--- src/rtl/ser2par.sv ---
// Serial-to-parallel deserializer: packs a programmable number of SW-bit beats
// into a right-justified PW-bit word, with a one-word skid toward the core.
module ser2par #(
    parameter  int PW = 64,
    parameter  int SW = 1,
    localparam int NB = PW / SW,
    localparam int CW = $clog2(NB) + 1
) (
    input  logic          clk,
    input  logic          nreset,
    input  logic [SW-1:0] din,
    input  logic          access_in,
    input  logic [7:0]    datasize,
    input  logic          lsbfirst,
    input  logic          clear,
    input  logic          wait_in,
    output logic [PW-1:0] dout,
    output logic          access_out,
    output logic          wait_out,
    output logic          busy
);

    logic [CW-1:0] count;
    logic [CW-1:0] size;
    logic [CW-1:0] first_size;
    logic [CW-1:0] word_size;
    logic [CW-1:0] count_inc;
    logic          mode;
    logic          word_mode;
    logic          pend;
    logic          valid;
    logic          accept;
    logic          complete;
    logic          consume;
    logic          out_free;
    logic [PW-1:0] shiftreg;
    logic [PW-1:0] base;
    logic [PW-1:0] assembled;

    // Word size and bit order come straight from the inputs on the first beat,
    // and from the latched copies for every later beat of the same word.
    always_comb begin
        // NOTE: every always_comb output gets a default first so no path can infer a latch.
        first_size = CW'(datasize);
        if (datasize == 8'd0 || int'(datasize) > NB)
            first_size = CW'(NB);

        accept    = access_in & ~pend & ~clear;
        word_size = (count == '0) ? first_size : size;
        word_mode = (count == '0) ? lsbfirst : mode;
        count_inc = count + CW'(1);
        complete  = accept & (count_inc == word_size);
        consume   = valid & ~wait_in;
        out_free  = ~valid | consume;

        base      = (count == '0) ? '0 : shiftreg;
        assembled = base;
        if (word_mode)
            assembled[count*SW +: SW] = din;
        else
            assembled = (base << SW) | PW'(din);
    end

    // NOTE: sequential state uses non-blocking assignments only, so every
    // register samples the pre-edge values regardless of statement order.
    always_ff @(posedge clk or negedge nreset) begin
        if (!nreset) begin
            count    <= '0;
            size     <= '0;
            mode     <= 1'b0;
            pend     <= 1'b0;
            valid    <= 1'b0;
            shiftreg <= '0;
            dout     <= '0;
        end else if (clear) begin
            count <= '0;
            pend  <= 1'b0;
            valid <= 1'b0;
        end else begin
            if (accept) begin
                shiftreg <= assembled;
                count    <= complete ? '0 : count_inc;
                if (count == '0) begin
                    size <= first_size;
                    mode <= lsbfirst;
                end
            end

            // A finished word either goes straight to the output register or
            // parks in shiftreg (pend) until the core frees the output.
            if (complete && out_free) begin
                dout  <= assembled;
                valid <= 1'b1;
            end else if (complete) begin
                pend <= 1'b1;
            end else if (pend && out_free) begin
                dout  <= shiftreg;
                valid <= 1'b1;
                pend  <= 1'b0;
            end else if (consume) begin
                valid <= 1'b0;
            end
        end
    end

    assign access_out = valid;
    assign wait_out   = pend;
    assign busy       = (count != '0) | pend;

endmodule
--- config.mk ---
export PLATFORM = sky130hd
export DESIGN_NAME = ser2par
export DESIGN_NICKNAME = d
export VERILOG_FILES = /design/src/rtl/ser2par.sv
export SDC_FILE = /design/constraint.sdc
export NUM_CORES = 1
export LEC_CHECK = 0
export ABC_AREA = 1
export CORE_MARGIN = 2
export CORE_UTILIZATION = 60
export DETAILED_ROUTE_END_ITERATION = 10
export GPL_TIMING_DRIVEN = 0
export PLACE_DENSITY = 0.91
export SLEW_MARGIN = 20
export SYNTH_ARGS = -nofsm -noshare
export SYNTH_HDL_FRONTEND = slang
export SYNTH_SLANG_ARGS = --single-unit
--- constraint.sdc ---
create_clock -name clk -period 7.75 [get_ports clk]
set_clock_uncertainty 0.1 [all_clocks]
set_input_delay 1.55 -clock clk [delete_from_list [all_inputs] [get_ports clk]]
set_output_delay 1.55 -clock clk [all_outputs]
set_load 0.02 [all_outputs]
# Word-level counts from Yosys, hierarchy flattened
# Cells that the tools add are included.
op_classes:
  bitwise: 11
  reduce_logical: 14
  magnitude_cmp: 1
  shift: 2
  eq_ne: 4
  muxes: 21
  add_sub_neg: 2
ops:
  columns: ["operator", "n"]
  rows:
  - ["two-way mux 64 bit", 5]
  - ["bitwise mux 64 bit", 1]
  - ["bitwise OR 64 x 1 -> 64 bit", 1]
  - ["variable shift 1 x 34 -> 64 bit (first input constant)", 1]
  - ["indexed part select 1 x 34 -> 64 bit", 1]
  - ["two-way mux 7 bit", 5]
  - ["negator 7 -> 34 bit", 1]
  - ["two-way mux 1 bit", 10]
  - ["> comparator 8 x 7 -> 1 bit (second input constant)", 1]
  - ["logical NOT 8 bit", 1]
  - ["adder 7 x 1 -> 7 bit (second input constant)", 1]
  - ["equality test 7 bit", 1]
  - ["logical NOT 7 bit", 1]
  - ["nonzero test 7 bit", 1]
  - ["AND reduction 2 bit", 3]
  - ["bitwise AND 1 bit", 4]
  - ["NOT 1 bit", 4]
  - ["nonzero test 2 bit", 2]
  - ["nonzero test 4 bit", 1]
  - ["inequality test 3 x 2 -> 1 bit (second input constant)", 1]
  - ["AND reduction 3 bit", 1]
  - ["nonzero test 3 bit", 1]
  - ["logical AND 1 bit", 2]
  - ["inequality test 2 x 1 -> 1 bit (second input constant)", 1]
  - ["other kinds (3)", 4]
word_totals:
  register_bits: 145
  word_cells: 62
  input_bits: 15
  output_inout_bits: 67

# Longest topological paths before layout
# Gate-level depths: netlist (run 1).
logic_depth:
  depth_word: 9
  depth_mapped: 21
  depth_no_buf: 18

# Worst setup path after synthesis (run 1)
# No wires, ideal clock.
synth_timing:
  path_type: "register to output"
  from: "reg count[0]"
  to: "out busy"
  stages_incl_launch_ff: 9
  setup_slack_ps: 4175
  t_required_ps: 6100
  arrival_time_ps: 1925
  path_buffers: 3
  path_cell_list: "dfrtp_1 > buf_4 > inv_1 > ha_1 > nand3_2 > nor2_2 > clkbuf_1 > clkbuf_1 > nand2_1"
synth_between:
  elab_chain_len: 2
synth_lines:
  columns: ["item", "line_no", "rtl"]
  rows:
  - ["start, declared", "23", "logic [CW-1:0] count;"]
  - ["start signal, assigned", "82", "count <= complete ? '0 : count_inc;"]
  - ["nonzero test 7 bit", "108", "assign busy = (count != '0) | pend;"]
  - ["bitwise OR 1 bit", "108", null]
  - ["end, declared", "20", "output logic busy"]
# No other way between the ends.

# Worst setup path in the final report (run 1)
# Ends and elaborated chain as after synthesis.

==> results of run 1 <==
==> cells in the final DEF (no fill, tap or decap), types with 3 or more instances in the layout <==
master and instances:
sky130_fd_sc_hd__clkbuf_1 46, sky130_fd_sc_hd__nand4_1 101, sky130_fd_sc_hd__clkbuf_16 17, sky130_fd_sc_hd__nand3_1 152
sky130_fd_sc_hd__o22ai_1 11, sky130_fd_sc_hd__nand2_1 699, sky130_fd_sc_hd__buf_1 6, sky130_fd_sc_hd__inv_6 4
sky130_fd_sc_hd__a21oi_1 8, sky130_fd_sc_hd__dfrtp_1 145, sky130_fd_sc_hd__nand3_2 3, sky130_fd_sc_hd__ha_1 3
sky130_fd_sc_hd__nor3_1 12, sky130_fd_sc_hd__clkdlybuf4s50_1 80, sky130_fd_sc_hd__nand3b_1 4, sky130_fd_sc_hd__nor2_2 13
sky130_fd_sc_hd__buf_4 4, sky130_fd_sc_hd__buf_6 9, sky130_fd_sc_hd__o21ai_0 62, sky130_fd_sc_hd__nand2_2 5
sky130_fd_sc_hd__nor2_1 97, sky130_fd_sc_hd__clkinv_1 4, sky130_fd_sc_hd__clkinvlp_4 5, sky130_fd_sc_hd__o21ai_1 12
sky130_fd_sc_hd__o21bai_1 4, sky130_fd_sc_hd__clkbuf_8 3, sky130_fd_sc_hd__inv_1 125, sky130_fd_sc_hd__buf_2 35
sky130_fd_sc_hd__inv_2 6
==> kinds of logic (layout without fill, tap and decap cells) <==
logic type / Yosys count / count (layout) / synth area share (%)
AOI/OAI and AO/OA: 98 / 98 / 5.202
xor gates and xnor gates: 4 / 4 / 0.4273
and+or+nand+nor: 1093 / 1093 / 47.32
DFF: 145 / 145 / 36.44
adders and majority gates: 3 / 3 / 0.3770
buffers and inverters: 237 / 351 / 10.24
==> report_power, final <==
group	internal [mW]	switching, mW	leakage (nW)
logic	0.456	1.28	3.58
clock network	0.474	0.368	0.274
registers	0.883	0.0769	2.00
==> through the flow <==
step / util [%] / setup TNS, ps / instances
detailed placement: 67.51 / 0 / 1882
CTS: 71.10 / 0 / 1914
finish: 71.10 / 0 / 1914
floorplan: - / 0 / 1580
global route: 71.10 / 0 / 1914
global placement: 67.31 / -93250 / 1881
==> state kept, by name, indices dropped and copies added (netlist names) <==
register,flops
size,7
access_out,1
count,7
shiftreg,64
wait_out,1
dout,64
mode,1
==> worst max-delay path: stages (launching register included) <==
cell and delay [ps]:
sky130_fd_sc_hd__dfrtp_1 380, sky130_fd_sc_hd__buf_4 180, sky130_fd_sc_hd__inv_1 180, sky130_fd_sc_hd__ha_1 270
sky130_fd_sc_hd__nand3_2 140, sky130_fd_sc_hd__nor2_2 300, sky130_fd_sc_hd__clkbuf_1 500, sky130_fd_sc_hd__clkbuf_1 510
sky130_fd_sc_hd__nand2_1 120, sky130_fd_sc_hd__clkdlybuf4s50_1 570
==> final cells by class <==
type                       count  area [sq um]  area share, %
multi-input combinational   1198          5310          45.52
sequential                   145          3628          31.10
timing repair buffer          82         843.3          7.229
inverter                     137         518.0          4.440
buffer                       100         501.7          4.301
clock buffer                  20         466.7          4.000
tap                          220         275.3          2.360
clock inverter                12         122.6          1.051
==> worst paths after layout <==
kind / startpoint / to / slack (ps) / cells after the start
max: count[0]$_DFFE_PN0P_ / busy / 2520 / 9
min: dout[7]$_DFFE_PN0P_ / dout[7]$_DFFE_PN0P_ / 380 / 2
max reg2reg: count[0]$_DFFE_PN0P_ / dout[11]$_DFFE_PN0P_ / 4110 / 19
min reg2reg: dout[7]$_DFFE_PN0P_ / dout[7]$_DFFE_PN0P_ / 380 / 2
max in group asynchronous: nreset / shiftreg[7]$_DFFE_PN0P_ / 5830 / 2
min in group asynchronous: nreset / count[4]$_DFFE_PN0P_ / 900 / 1
==> routing by layer <==
| layer | up-vias | routed length, microns | track usage (%) |
|---|---|---|---|
| li1 | 5254 | - | - |
| met1 | 5247 | 14480 | 55.89 |
| met2 | 761 | 15980 | 63.07 |
| met3 | 144 | 4574 | 12.41 |
| met4 | 0 | 1902 | 20.79 |
| met5 | - | 0 | 0 |
==> impl_metrics.prom, run 1 <==
# TYPE chip_impl_metric gauge
chip_impl_info{name="outcome",value="finished, final reports clean"} 1
chip_impl_metric{name="finalHoldViolCount",unit=""} 0
chip_impl_metric{name="postSynth.asyncResetShare",unit="%"} 100.0
chip_impl_metric{name="grt.overflow.total",unit=""} 0
chip_impl_metric{name="final.min_clock_period",unit="ps"} 5227
chip_impl_metric{name="cap_viol_max_count",unit=""} 0
chip_impl_metric{name="port_buffers",unit=""} 81
chip_impl_info{name="worstHoldPathType",value="register to register"} 1
chip_impl_metric{name="first_global_vias",unit=""} 10560
chip_impl_metric{name="timing.final.setup_violations",unit=""} 0
chip_impl_metric{name="cts_max_path_buffers",unit=""} 2
chip_impl_metric{name="synthesized_area_per_cell",unit="sq um"} 6.303
chip_impl_metric{name="post-route-cell-area",unit="sq um"} 11670
chip_impl_metric{name="design.die.area",unit="sq um"} 17640
chip_impl_metric{name="syn_to_final_growth",unit="%"} 17.15
chip_impl_metric{name="synthDominantCellAreaShare",unit="%"} 36.44
chip_impl_metric{name="number_of_flip_flops_and_latches_in_the_synthesized_netlist",unit=""} 145
chip_impl_metric{name="floorplan.initialDensity",unit="%"} 60.70
chip_impl_metric{name="finalNetCount",unit=""} 1699
chip_impl_info{name="critical_path_class",value="register to primary output"} 1
chip_impl_metric{name="dpl-instance-area",unit="sq um"} 11080
chip_impl_metric{name="cp.arrival",unit="ps"} 3580
chip_impl_metric{name="slew_viol_final",unit=""} 0
chip_impl_info{name="cts_tree",value="yes"} 1
chip_impl_metric{name="rows",unit=""} 47
chip_impl_metric{name="placement.setup.worst_slack",unit="ps"} 3116
chip_impl_metric{name="ctsHtreeMaxLevel",unit=""} 4
chip_impl_metric{name="synthesis.yosys.warnings",unit=""} 0
chip_impl_metric{name="worst-path-max-fanout",unit=""} 10
chip_impl_metric{name="timing.critical_path.required",unit="ps"} 6100
chip_impl_metric{name="synth_cells",unit=""} 1580
chip_impl_metric{name="post_cts_resized",unit=""} 0
chip_impl_metric{name="design_power_total",unit="mW"} 3.541
chip_impl_metric{name="antenna_violating_nets_post_route",unit=""} 0
chip_impl_metric{name="numCtsBuffers",unit=""} 17
chip_impl_info{name="synth.top_cells.by_area",value="sky130_fd_sc_hd__dfrtp_1, sky130_fd_sc_hd__nand2_1, sky130_fd_sc_hd__nand3_1"} 1
chip_impl_metric{name="die_w",unit="microns"} 132.8
chip_impl_metric{name="gpl.final_weighted_congestion",unit=""} 1.113
chip_impl_metric{name="edff_count_synth",unit=""} 0
chip_impl_metric{name="max_slew_margin",unit="%"} 39.12
chip_impl_metric{name="floorplan.io_pins",unit=""} 82
chip_impl_metric{name="min_period_over_period",unit="%"} 67.45
chip_impl_metric{name="achievable-frequency",unit="MHz"} 191.3
chip_impl_metric{name="core_region_area",unit="sq um"} 16410
chip_impl_metric{name="worst_hold_slack",unit="ps"} 376.7
chip_impl_metric{name="dp_hpwl",unit="microns"} 27600
chip_impl_metric{name="tightest_slew",unit="ps"} 909.9
chip_impl_metric{name="clk-insertion-delay-late",unit="ps"} 440
chip_impl_info{name="netlist_top_cells_count",value="sky130_fd_sc_hd__nand2_1, sky130_fd_sc_hd__nand3_1, sky130_fd_sc_hd__dfrtp_1"} 1
chip_impl_metric{name="worst_ir_drop_vdd",unit="uV"} 210.7
chip_impl_info{name="synth.largest_area_cell",value="sky130_fd_sc_hd__dfrtp_1"} 1
chip_impl_metric{name="nFillCells",unit=""} 1415
chip_impl_info{name="synth-main-ff-cell",value="sky130_fd_sc_hd__dfrtp_1"} 1
chip_impl_metric{name="drive_above_1_share",unit="%"} 6.907
chip_impl_metric{name="post-cts-setup-buffer-count",unit=""} 0
chip_impl_info{name="root_buffer_master",value="sky130_fd_sc_hd__clkbuf_16"} 1
chip_impl_metric{name="holdBufCountCts",unit=""} 0
chip_impl_metric{name="drt_pre_antenna_iters",unit=""} 8
chip_impl_metric{name="ys_seq_area_share",unit="%"} 36.44
chip_impl_metric{name="wl_per_cell",unit="microns"} 19.30
chip_impl_metric{name="power.density",unit="nW/um^2"} 303.5
chip_impl_metric{name="cts.sinks",unit=""} 145
chip_impl_metric{name="post_synthesis_net_count",unit=""} 1598
chip_impl_metric{name="num_antenna_cells",unit=""} 0
chip_impl_info{name="cp_endpoint_kind",value="primary output"} 1
chip_impl_info{name="grt_setup_unrepaired",value="no"} 1
chip_impl_metric{name="grt_antenna_before_repair",unit=""} 0
chip_impl_metric{name="die-height",unit="microns"} 132.8
chip_impl_metric{name="drc",unit=""} 0
chip_impl_metric{name="fin_ws",unit="ps"} 2523
chip_impl_metric{name="netlist_cell_types",unit=""} 36
chip_impl_metric{name="cts_clock_pin_slew_for_the_worst_setup_and_hold_paths",unit="ps"} 60
chip_impl_metric{name="synth.cell_area",unit="sq um"} 9958
chip_impl_info{name="cp-start-kind",value="register"} 1
chip_impl_metric{name="vias_per_cell",unit=""} 5.959
chip_impl_metric{name="routed_wl",unit="microns"} 36930
chip_impl_metric{name="dr.first_iter.drc_count",unit=""} 1502
chip_impl_metric{name="groute.usage.overall",unit="%"} 42.10
chip_impl_metric{name="power.static_leakage",unit="nW"} 5.852
chip_impl_metric{name="global_route_wire_length_before_repair",unit="microns"} 57080
chip_impl_metric{name="num_vias",unit=""} 11410
chip_impl_info{name="synth.most_common_cell",value="sky130_fd_sc_hd__nand2_1"} 1
chip_impl_metric{name="grt_max_degree",unit=""} 95
(Power assumes the default switching activity.)
==> run 2: changes to the inputs <==
--- a/config.mk
+++ b/config.mk
@@ -7,10 +7,10 @@
 export LEC_CHECK = 0
 export ABC_AREA = 1
 export CORE_MARGIN = 2
-export CORE_UTILIZATION = 60
+export CORE_UTILIZATION = 59
 export DETAILED_ROUTE_END_ITERATION = 10
 export GPL_TIMING_DRIVEN = 0
-export PLACE_DENSITY = 0.91
+export PLACE_DENSITY = 0.9
 export SLEW_MARGIN = 20
 export SYNTH_ARGS = -nofsm -noshare
 export SYNTH_HDL_FRONTEND = slang
==> constraint.sdc (replaced) <==
create_clock -name clk -period 5.2 [get_ports clk]
set_clock_uncertainty 0.1 [all_clocks]
set_input_delay 1.04 -clock clk [delete_from_list [all_inputs] [get_ports clk]]
set_output_delay 1.04 -clock clk [all_outputs]
set_load 0.02 [all_outputs]
==> run 2 against run 1 <==
Against the previous run: register-to-register slack lost 2700 ps; total power grew 55%; sequential share of layout area shrank 0.19 points; combinational power grew 50%; global-route usage grew 1.8 points; first-iteration DRC count grew 16%; final cell count is essentially flat; non-clock buffer count is the same; routed wire length grew 4.9%; die area grew 1.6%.
==> impl_metrics.prom, run 2 (same netlist as run 1, synthesis figures left out) <==
# TYPE chip_impl_metric gauge
chip_impl_info{name="outcome",value="finished, final reports clean"} 1
chip_impl_metric{name="placement.setup.worst_slack",unit="ps"} 1008
chip_impl_info{name="grt_setup_unrepaired",value="no"} 1
chip_impl_metric{name="layout.core_utilization",unit="%"} 71.04
chip_impl_metric{name="fin_ws",unit="ps"} 417.4
chip_impl_metric{name="min_period_over_period",unit="%"} 91.97
chip_impl_metric{name="switchingPower",unit="mW"} 2.609
chip_impl_metric{name="finalHoldViolCount",unit=""} 0
chip_impl_metric{name="global_route_wire_length_before_repair",unit="microns"} 59950
chip_impl_metric{name="regArea",unit="sq um"} 3628
chip_impl_metric{name="final.min_clock_period",unit="ps"} 4783
chip_impl_metric{name="floorplan.initialDensity",unit="%"} 60.26
chip_impl_metric{name="worst_ir_drop_vdd",unit="uV"} 270.6
chip_impl_info{name="cp-start-kind",value="register"} 1
chip_impl_metric{name="dp_hpwl",unit="microns"} 28620
chip_impl_metric{name="clk-insertion-delay-late",unit="ps"} 440
chip_impl_metric{name="drc",unit=""} 0
chip_impl_metric{name="num_antenna_cells",unit=""} 0
chip_impl_metric{name="core_region_area",unit="sq um"} 16520
chip_impl_info{name="mostFrequentLayoutCells",value="sky130_fd_sc_hd__nand2_1, sky130_fd_sc_hd__nand3_1, sky130_fd_sc_hd__dfrtp_1"} 1
chip_impl_metric{name="antenna_violating_nets_post_route",unit=""} 0
chip_impl_metric{name="syn_to_final_growth",unit="%"} 17.88
chip_impl_metric{name="totalNegativeSetupSlack",unit="ps"} 0
chip_impl_metric{name="power.share.switching",unit="%"} 47.61
chip_impl_metric{name="grt_use_met2",unit="%"} 65.95
chip_impl_metric{name="post-cts-setup-buffer-count",unit=""} 0
chip_impl_metric{name="max_slew_margin",unit="%"} 34.23
chip_impl_metric{name="share_of_total_power_in_the_clock_network",unit="%"} 26.1
chip_impl_metric{name="design.die.area",unit="sq um"} 17930
chip_impl_info{name="cts_tree",value="yes"} 1
chip_impl_metric{name="power.sequential.fraction",unit="%"} 26.2
chip_impl_metric{name="numPlacedInstances",unit=""} 1882
chip_impl_metric{name="dr.first_iter.drc_count",unit=""} 1744
chip_impl_metric{name="floorplan.io_pins",unit=""} 82
chip_impl_info{name="most_frequent_standard_cell_in_the_layout_excluding_fill_and_tap_cells",value="sky130_fd_sc_hd__nand2_1"} 1
chip_impl_info{name="critical_path_class",value="register to primary output"} 1
chip_impl_metric{name="num_vias",unit=""} 11770
chip_impl_metric{name="cap_viol_max_count",unit=""} 0
chip_impl_metric{name="wl_per_cell",unit="microns"} 20.26
chip_impl_metric{name="timing.critical_path.required",unit="ps"} 4060
chip_impl_metric{name="timing.final.setup_violations",unit=""} 0
chip_impl_metric{name="drive_above_1_share",unit="%"} 6.852
chip_impl_metric{name="first_global_vias",unit=""} 11140
chip_impl_metric{name="grt_antenna_before_repair",unit=""} 0
chip_impl_metric{name="grt.overflow.total",unit=""} 0
chip_impl_metric{name="global_route.usage.met1",unit="%"} 57.46
chip_impl_metric{name="rows",unit=""} 47
chip_impl_metric{name="combPwrFrac",unit="%"} 47.7
chip_impl_info{name="cp_endpoint_kind",value="primary output"} 1
chip_impl_metric{name="port_buffers",unit=""} 81
chip_impl_metric{name="drt_pre_antenna_iters",unit=""} 7
chip_impl_metric{name="die_w",unit="microns"} 133.9
chip_impl_info{name="worstHoldPathType",value="register to register"} 1
chip_impl_metric{name="holdBufCountCts",unit=""} 0
chip_impl_metric{name="ctsHtreeMaxLevel",unit=""} 4
chip_impl_metric{name="groute.usage.overall",unit="%"} 43.94
chip_impl_metric{name="power.density",unit="nW/um^2"} 466.9
chip_impl_info{name="grt_busiest_layer",value="met2"} 1
chip_impl_metric{name="cts_clock_pin_slew_for_the_worst_setup_and_hold_paths",unit="ps"} 70
chip_impl_metric{name="cts.sinks",unit=""} 145
chip_impl_metric{name="multi_input_comb_area",unit="sq um"} 5310
chip_impl_metric{name="power.static_leakage",unit="nW"} 5.903
chip_impl_metric{name="use_met3",unit="%"} 13.19
chip_impl_metric{name="grt_max_degree",unit=""} 90
chip_impl_metric{name="worst-path-max-fanout",unit=""} 10
chip_impl_metric{name="achievable-frequency",unit="MHz"} 209.1
chip_impl_metric{name="cts_max_path_buffers",unit=""} 2
chip_impl_metric{name="slew_viol_final",unit=""} 0
chip_impl_metric{name="tightest_slew",unit="ps"} 983.0
chip_impl_metric{name="finalNetCount",unit=""} 1699
chip_impl_info{name="reg_top3",value="dout (64), shiftreg (64)"} 1
chip_impl_metric{name="post_cts_resized",unit=""} 0
chip_impl_metric{name="vias_per_cell",unit=""} 6.152
chip_impl_metric{name="die-height",unit="microns"} 133.9
chip_impl_metric{name="p_int",unit="mW"} 2.872
chip_impl_metric{name="nFillCells",unit=""} 1423
chip_impl_info{name="root_buffer_master",value="sky130_fd_sc_hd__clkbuf_16"} 1
chip_impl_metric{name="cp.arrival",unit="ps"} 3640
chip_impl_metric{name="routed_wl",unit="microns"} 38750
chip_impl_metric{name="layoutNonFillerInstCount",unit=""} 1913
chip_impl_metric{name="gpl.final_weighted_congestion",unit=""} 1.116
chip_impl_metric{name="numCtsBuffers",unit=""} 17
==> run 2: changes by cell type in the layout (fill, tap and decap cells not counted), sizes merged <==
| cell | previous run | this run |
|---|---|---|
| bufinv | 1 | 5 |
| clkbuf | 66 | 64 |
| clkinv | 6 | 7 |
| clkinvlp | 5 | 0 |
| inv | 137 | 138 |
==> run 2: final cells by class <==
type | count | area share (%)
Multi-Input combinational cell | 1198 | 45.24
Sequential cell | 145 | 30.91
Timing Repair Buffer | 82 | 7.184
Inverter | 137 | 4.413
Buffer | 100 | 4.274
Clock buffer | 18 | 3.741
Tap cell | 220 | 2.345
Clock inverter | 13 | 1.897
==> run 2: worst max-delay path, cell delays in order, from the launching register on <==
cell	delay, ps
sky130_fd_sc_hd__dfrtp_1	390
sky130_fd_sc_hd__buf_4	190
sky130_fd_sc_hd__inv_1	180
sky130_fd_sc_hd__ha_1	280
sky130_fd_sc_hd__nand3_2	140
sky130_fd_sc_hd__nor2_2	280
sky130_fd_sc_hd__clkbuf_1	530
sky130_fd_sc_hd__clkbuf_1	530
sky130_fd_sc_hd__nand2_1	120
sky130_fd_sc_hd__clkdlybuf4s50_1	570
==> run 2: layer usage <==
layer	up-vias	routed length (microns)
met1	5430	14980
met5	-	0
li1	5259	-
met3	178	4858
met2	902	16760
met4	0	2148
==> run 2: worst paths after layout <==
path | slack (ps) | end | depth (start not counted) | startpoint
setup / recovery | 420 | busy | 9 | count[0]$_DFFE_PN0P_
hold reg to reg | 380 | dout[4]$_DFFE_PN0P_ | 2 | dout[4]$_DFFE_PN0P_
min in group asynchronous | 400 | size[4]$_DFFE_PN0P_ | 1 | nreset
setup reg to reg | 1440 | dout[43]$_DFFE_PN0P_ | 19 | count[0]$_DFFE_PN0P_
hold / removal | 380 | dout[4]$_DFFE_PN0P_ | 2 | dout[4]$_DFFE_PN0P_
max in group asynchronous | 3780 | shiftreg[0]$_DFFE_PN0P_ | 2 | nreset
==> run 2: power by group through the flow <==
stage	clock network [mW]	registers (mW)	logic (mW)
finish	1.43	1.43	2.61
detailed placement	0	1.45	2.49
floorplan	0	1.56	1.47
CTS	1.42	1.43	2.51
global placement	0	1.43	2.45
global route	1.46	1.45	2.77
==> run 2: stage by stage <==
step	hold slack (ps)	instance area (sq um)	total power [mW]
2_1_floorplan	345.5	9958	3.030
3_3_place_gp	360.8	11040	3.883
3_5_place_dp	364.1	11080	3.934
4_1_cts	381.0	11740	5.358
5_1_grt	395.0	11740	5.676
6_report	375.7	11740	5.481
==> run 3: changes to the inputs <==
--- a/config.mk
+++ b/config.mk
@@ -10,8 +10,9 @@
 export CORE_UTILIZATION = 59
 export DETAILED_ROUTE_END_ITERATION = 10
 export GPL_TIMING_DRIVEN = 0
+export HOLD_SLACK_MARGIN = 0.02
 export PLACE_DENSITY = 0.9
-export SLEW_MARGIN = 20
+export SLEW_MARGIN = 30
 export SYNTH_ARGS = -nofsm -noshare
 export SYNTH_HDL_FRONTEND = slang
 export SYNTH_SLANG_ARGS = --single-unit
==> run 3 against run 2 <==
Against the previous run: maximum frequency grew 0.70%; global-route usage shrank 0.69 points; design area is essentially flat; core utilization is essentially flat; flip-flop and latch count is the same; combinational power is essentially flat; final cell count is essentially flat; critical path type unchanged; largest power group unchanged.
==> impl_metrics.prom, run 3 (same netlist as run 1, synthesis figures left out) <==
# TYPE chip_impl_metric gauge
chip_impl_metric{name="post-cts-setup-buffer-count",unit=""} 0
chip_impl_metric{name="first_global_vias",unit=""} 10860
chip_impl_info{name="cp_endpoint_kind",value="primary output"} 1
chip_impl_metric{name="drc",unit=""} 0
chip_impl_info{name="cp-start-kind",value="register"} 1
chip_impl_metric{name="syn_to_final_growth",unit="%"} 17.90
chip_impl_metric{name="achievable-frequency",unit="MHz"} 210.6
chip_impl_metric{name="cts_clock_pin_slew_for_the_worst_setup_and_hold_paths",unit="ps"} 70
chip_impl_metric{name="ctsHtreeMaxLevel",unit=""} 4
chip_impl_metric{name="numCtsBuffers",unit=""} 17
chip_impl_metric{name="grt_max_degree",unit=""} 90
chip_impl_info{name="mostFrequentLayoutCells",value="sky130_fd_sc_hd__nand2_1, sky130_fd_sc_hd__nand3_1, sky130_fd_sc_hd__dfrtp_1"} 1
chip_impl_metric{name="min_period_over_period",unit="%"} 91.33
chip_impl_metric{name="vias_per_cell",unit=""} 6.066
chip_impl_metric{name="design_power_total",unit="mW"} 5.468
chip_impl_metric{name="layout.core_utilization",unit="%"} 71.05
chip_impl_metric{name="wl_per_cell",unit="microns"} 20.06
chip_impl_metric{name="timing.final.setup_violations",unit=""} 0
chip_impl_metric{name="grt.overflow.total",unit=""} 0
chip_impl_info{name="grt_busiest_layer",value="met2"} 1
chip_impl_metric{name="power.static_leakage",unit="nW"} 5.903
chip_impl_metric{name="antenna_violating_nets_post_route",unit=""} 0
chip_impl_info{name="root_buffer_master",value="sky130_fd_sc_hd__clkbuf_16"} 1
chip_impl_metric{name="max_slew_margin",unit="%"} 31.80
chip_impl_info{name="grt_setup_unrepaired",value="no"} 1
chip_impl_metric{name="drive_above_1_share",unit="%"} 6.852
chip_impl_metric{name="drt_pre_antenna_iters",unit=""} 6
chip_impl_metric{name="cts_max_path_buffers",unit=""} 2
chip_impl_metric{name="holdBufCountCts",unit=""} 0
chip_impl_metric{name="groute.usage.overall",unit="%"} 43.25
chip_impl_info{name="worstHoldPathType",value="register to register"} 1
chip_impl_metric{name="cap_viol_max_count",unit=""} 0
chip_impl_metric{name="grt_antenna_before_repair",unit=""} 0
chip_impl_metric{name="numPlacedInstances",unit=""} 1882
chip_impl_metric{name="use_met3",unit="%"} 12.47
chip_impl_metric{name="die-height",unit="microns"} 133.9
chip_impl_metric{name="floorplan.io_pins",unit=""} 82
chip_impl_metric{name="final.min_clock_period",unit="ps"} 4749
chip_impl_metric{name="port_buffers",unit=""} 81
chip_impl_info{name="most_frequent_standard_cell_in_the_layout_excluding_fill_and_tap_cells",value="sky130_fd_sc_hd__nand2_1"} 1
chip_impl_metric{name="tightest_slew",unit="ps"} 1019
chip_impl_metric{name="grt_use_met2",unit="%"} 65.01
chip_impl_metric{name="rows",unit=""} 47
chip_impl_metric{name="clk-insertion-delay-late",unit="ps"} 440
chip_impl_metric{name="timing.critical_path.required",unit="ps"} 4060
chip_impl_metric{name="cts.sinks",unit=""} 145
chip_impl_info{name="critical_path_class",value="register to primary output"} 1
chip_impl_metric{name="post_cts_resized",unit=""} 0
chip_impl_metric{name="core_region_area",unit="sq um"} 16520
chip_impl_metric{name="die_w",unit="microns"} 133.9
chip_impl_metric{name="global_route_wire_length_before_repair",unit="microns"} 59080
chip_impl_info{name="cts_tree",value="yes"} 1
chip_impl_metric{name="power.density",unit="nW/um^2"} 465.7
chip_impl_info{name="reg_top3",value="dout (64), shiftreg (64)"} 1
chip_impl_metric{name="num_vias",unit=""} 11610
chip_impl_metric{name="floorplan.initialDensity",unit="%"} 60.26
chip_impl_metric{name="layoutNonFillerInstCount",unit=""} 1914
chip_impl_metric{name="nFillCells",unit=""} 1406
chip_impl_metric{name="finalNetCount",unit=""} 1699
chip_impl_metric{name="design.die.area",unit="sq um"} 17930
chip_impl_metric{name="dp_hpwl",unit="microns"} 28600
chip_impl_metric{name="cp.arrival",unit="ps"} 3610
chip_impl_metric{name="finalHoldViolCount",unit=""} 0
chip_impl_info{name="outcome",value="finished, final reports clean"} 1
chip_impl_metric{name="gpl.final_weighted_congestion",unit=""} 1.116
chip_impl_metric{name="slew_viol_final",unit=""} 0
chip_impl_metric{name="dr.first_iter.drc_count",unit=""} 1736
chip_impl_metric{name="post-route-cell-area",unit="sq um"} 11740
chip_impl_metric{name="worst-path-max-fanout",unit=""} 10
chip_impl_metric{name="global_route.usage.met1",unit="%"} 57.13
chip_impl_metric{name="dpl-instance-area",unit="sq um"} 11080
chip_impl_metric{name="routed_wl",unit="microns"} 38400
chip_impl_metric{name="worst_ir_drop_vdd",unit="uV"} 282.9
## run 3: stage by stage
step	setup WS [ps]	hold WS, ps	setup TNS (ps)
after CTS	550.6	381.5	0
after global routing	349.8	398.9	0
after global placement	-2649	360.8	-382270
after detailed placement	1015	364.3	0
final	450.6	374.9	0
after floorplan	2135	345.5	0
## run 3: layout make-up
class                   instances  area [sq um]  area share, %
well taps                     220         275.3          2.344
clock inverters                13         222.7          1.897
inverters                     137         518.0          4.412
diodes                          1         2.502        0.02131
clock buffers                  18         439.2          3.740
repair buffers                 82         843.3          7.182
plain buffers                 100         501.7          4.273
multi-input cells            1198          5310          45.23
flip-flops and latches        145          3628          30.90
## run 3: final timing paths
kind                                      start                      end  slack, ps  depth (start not counted)
hold / removal              dout[4]$_DFFE_PN0P_      dout[4]$_DFFE_PN0P_        370                          2
hold reg to reg             dout[4]$_DFFE_PN0P_      dout[4]$_DFFE_PN0P_        370                          2
setup / recovery           count[0]$_DFFE_PN0P_                     busy        450                          9
max in group asynchronous                nreset  shiftreg[7]$_DFFE_PN0P_       3770                          2
min in group asynchronous                nreset      size[4]$_DFFE_PN0P_        410                          1
setup reg to reg           count[0]$_DFFE_PN0P_     dout[15]$_DFFE_PN0P_       1490                         19
## run 3: metal layers
layer  routed length [microns]  part of all wire, %
met1                     14900                   39
met5                         0                    0
met2                     16370                   43
met4                      2263                  5.9
met3                      4871                   13
## run 3: where the power goes
| group | internal [mW] | leakage [nW] | switching (mW) |
|---|---|---|---|
| clock network | 0.875 | 0.324 | 0.552 |
| logic | 0.680 | 3.58 | 1.93 |
| registers | 1.32 | 2.00 | 0.116 |
## run 3: critical path, stage by stage, from the launching register on
cell and delay, ps:
sky130_fd_sc_hd__dfrtp_1 390, sky130_fd_sc_hd__buf_4 180, sky130_fd_sc_hd__inv_1 180, sky130_fd_sc_hd__ha_1 280, sky130_fd_sc_hd__nand3_2 140, sky130_fd_sc_hd__nor2_2 290, sky130_fd_sc_hd__clkbuf_1 530, sky130_fd_sc_hd__clkbuf_1 510
sky130_fd_sc_hd__nand2_1 100, sky130_fd_sc_hd__clkdlybuf4s50_1 560
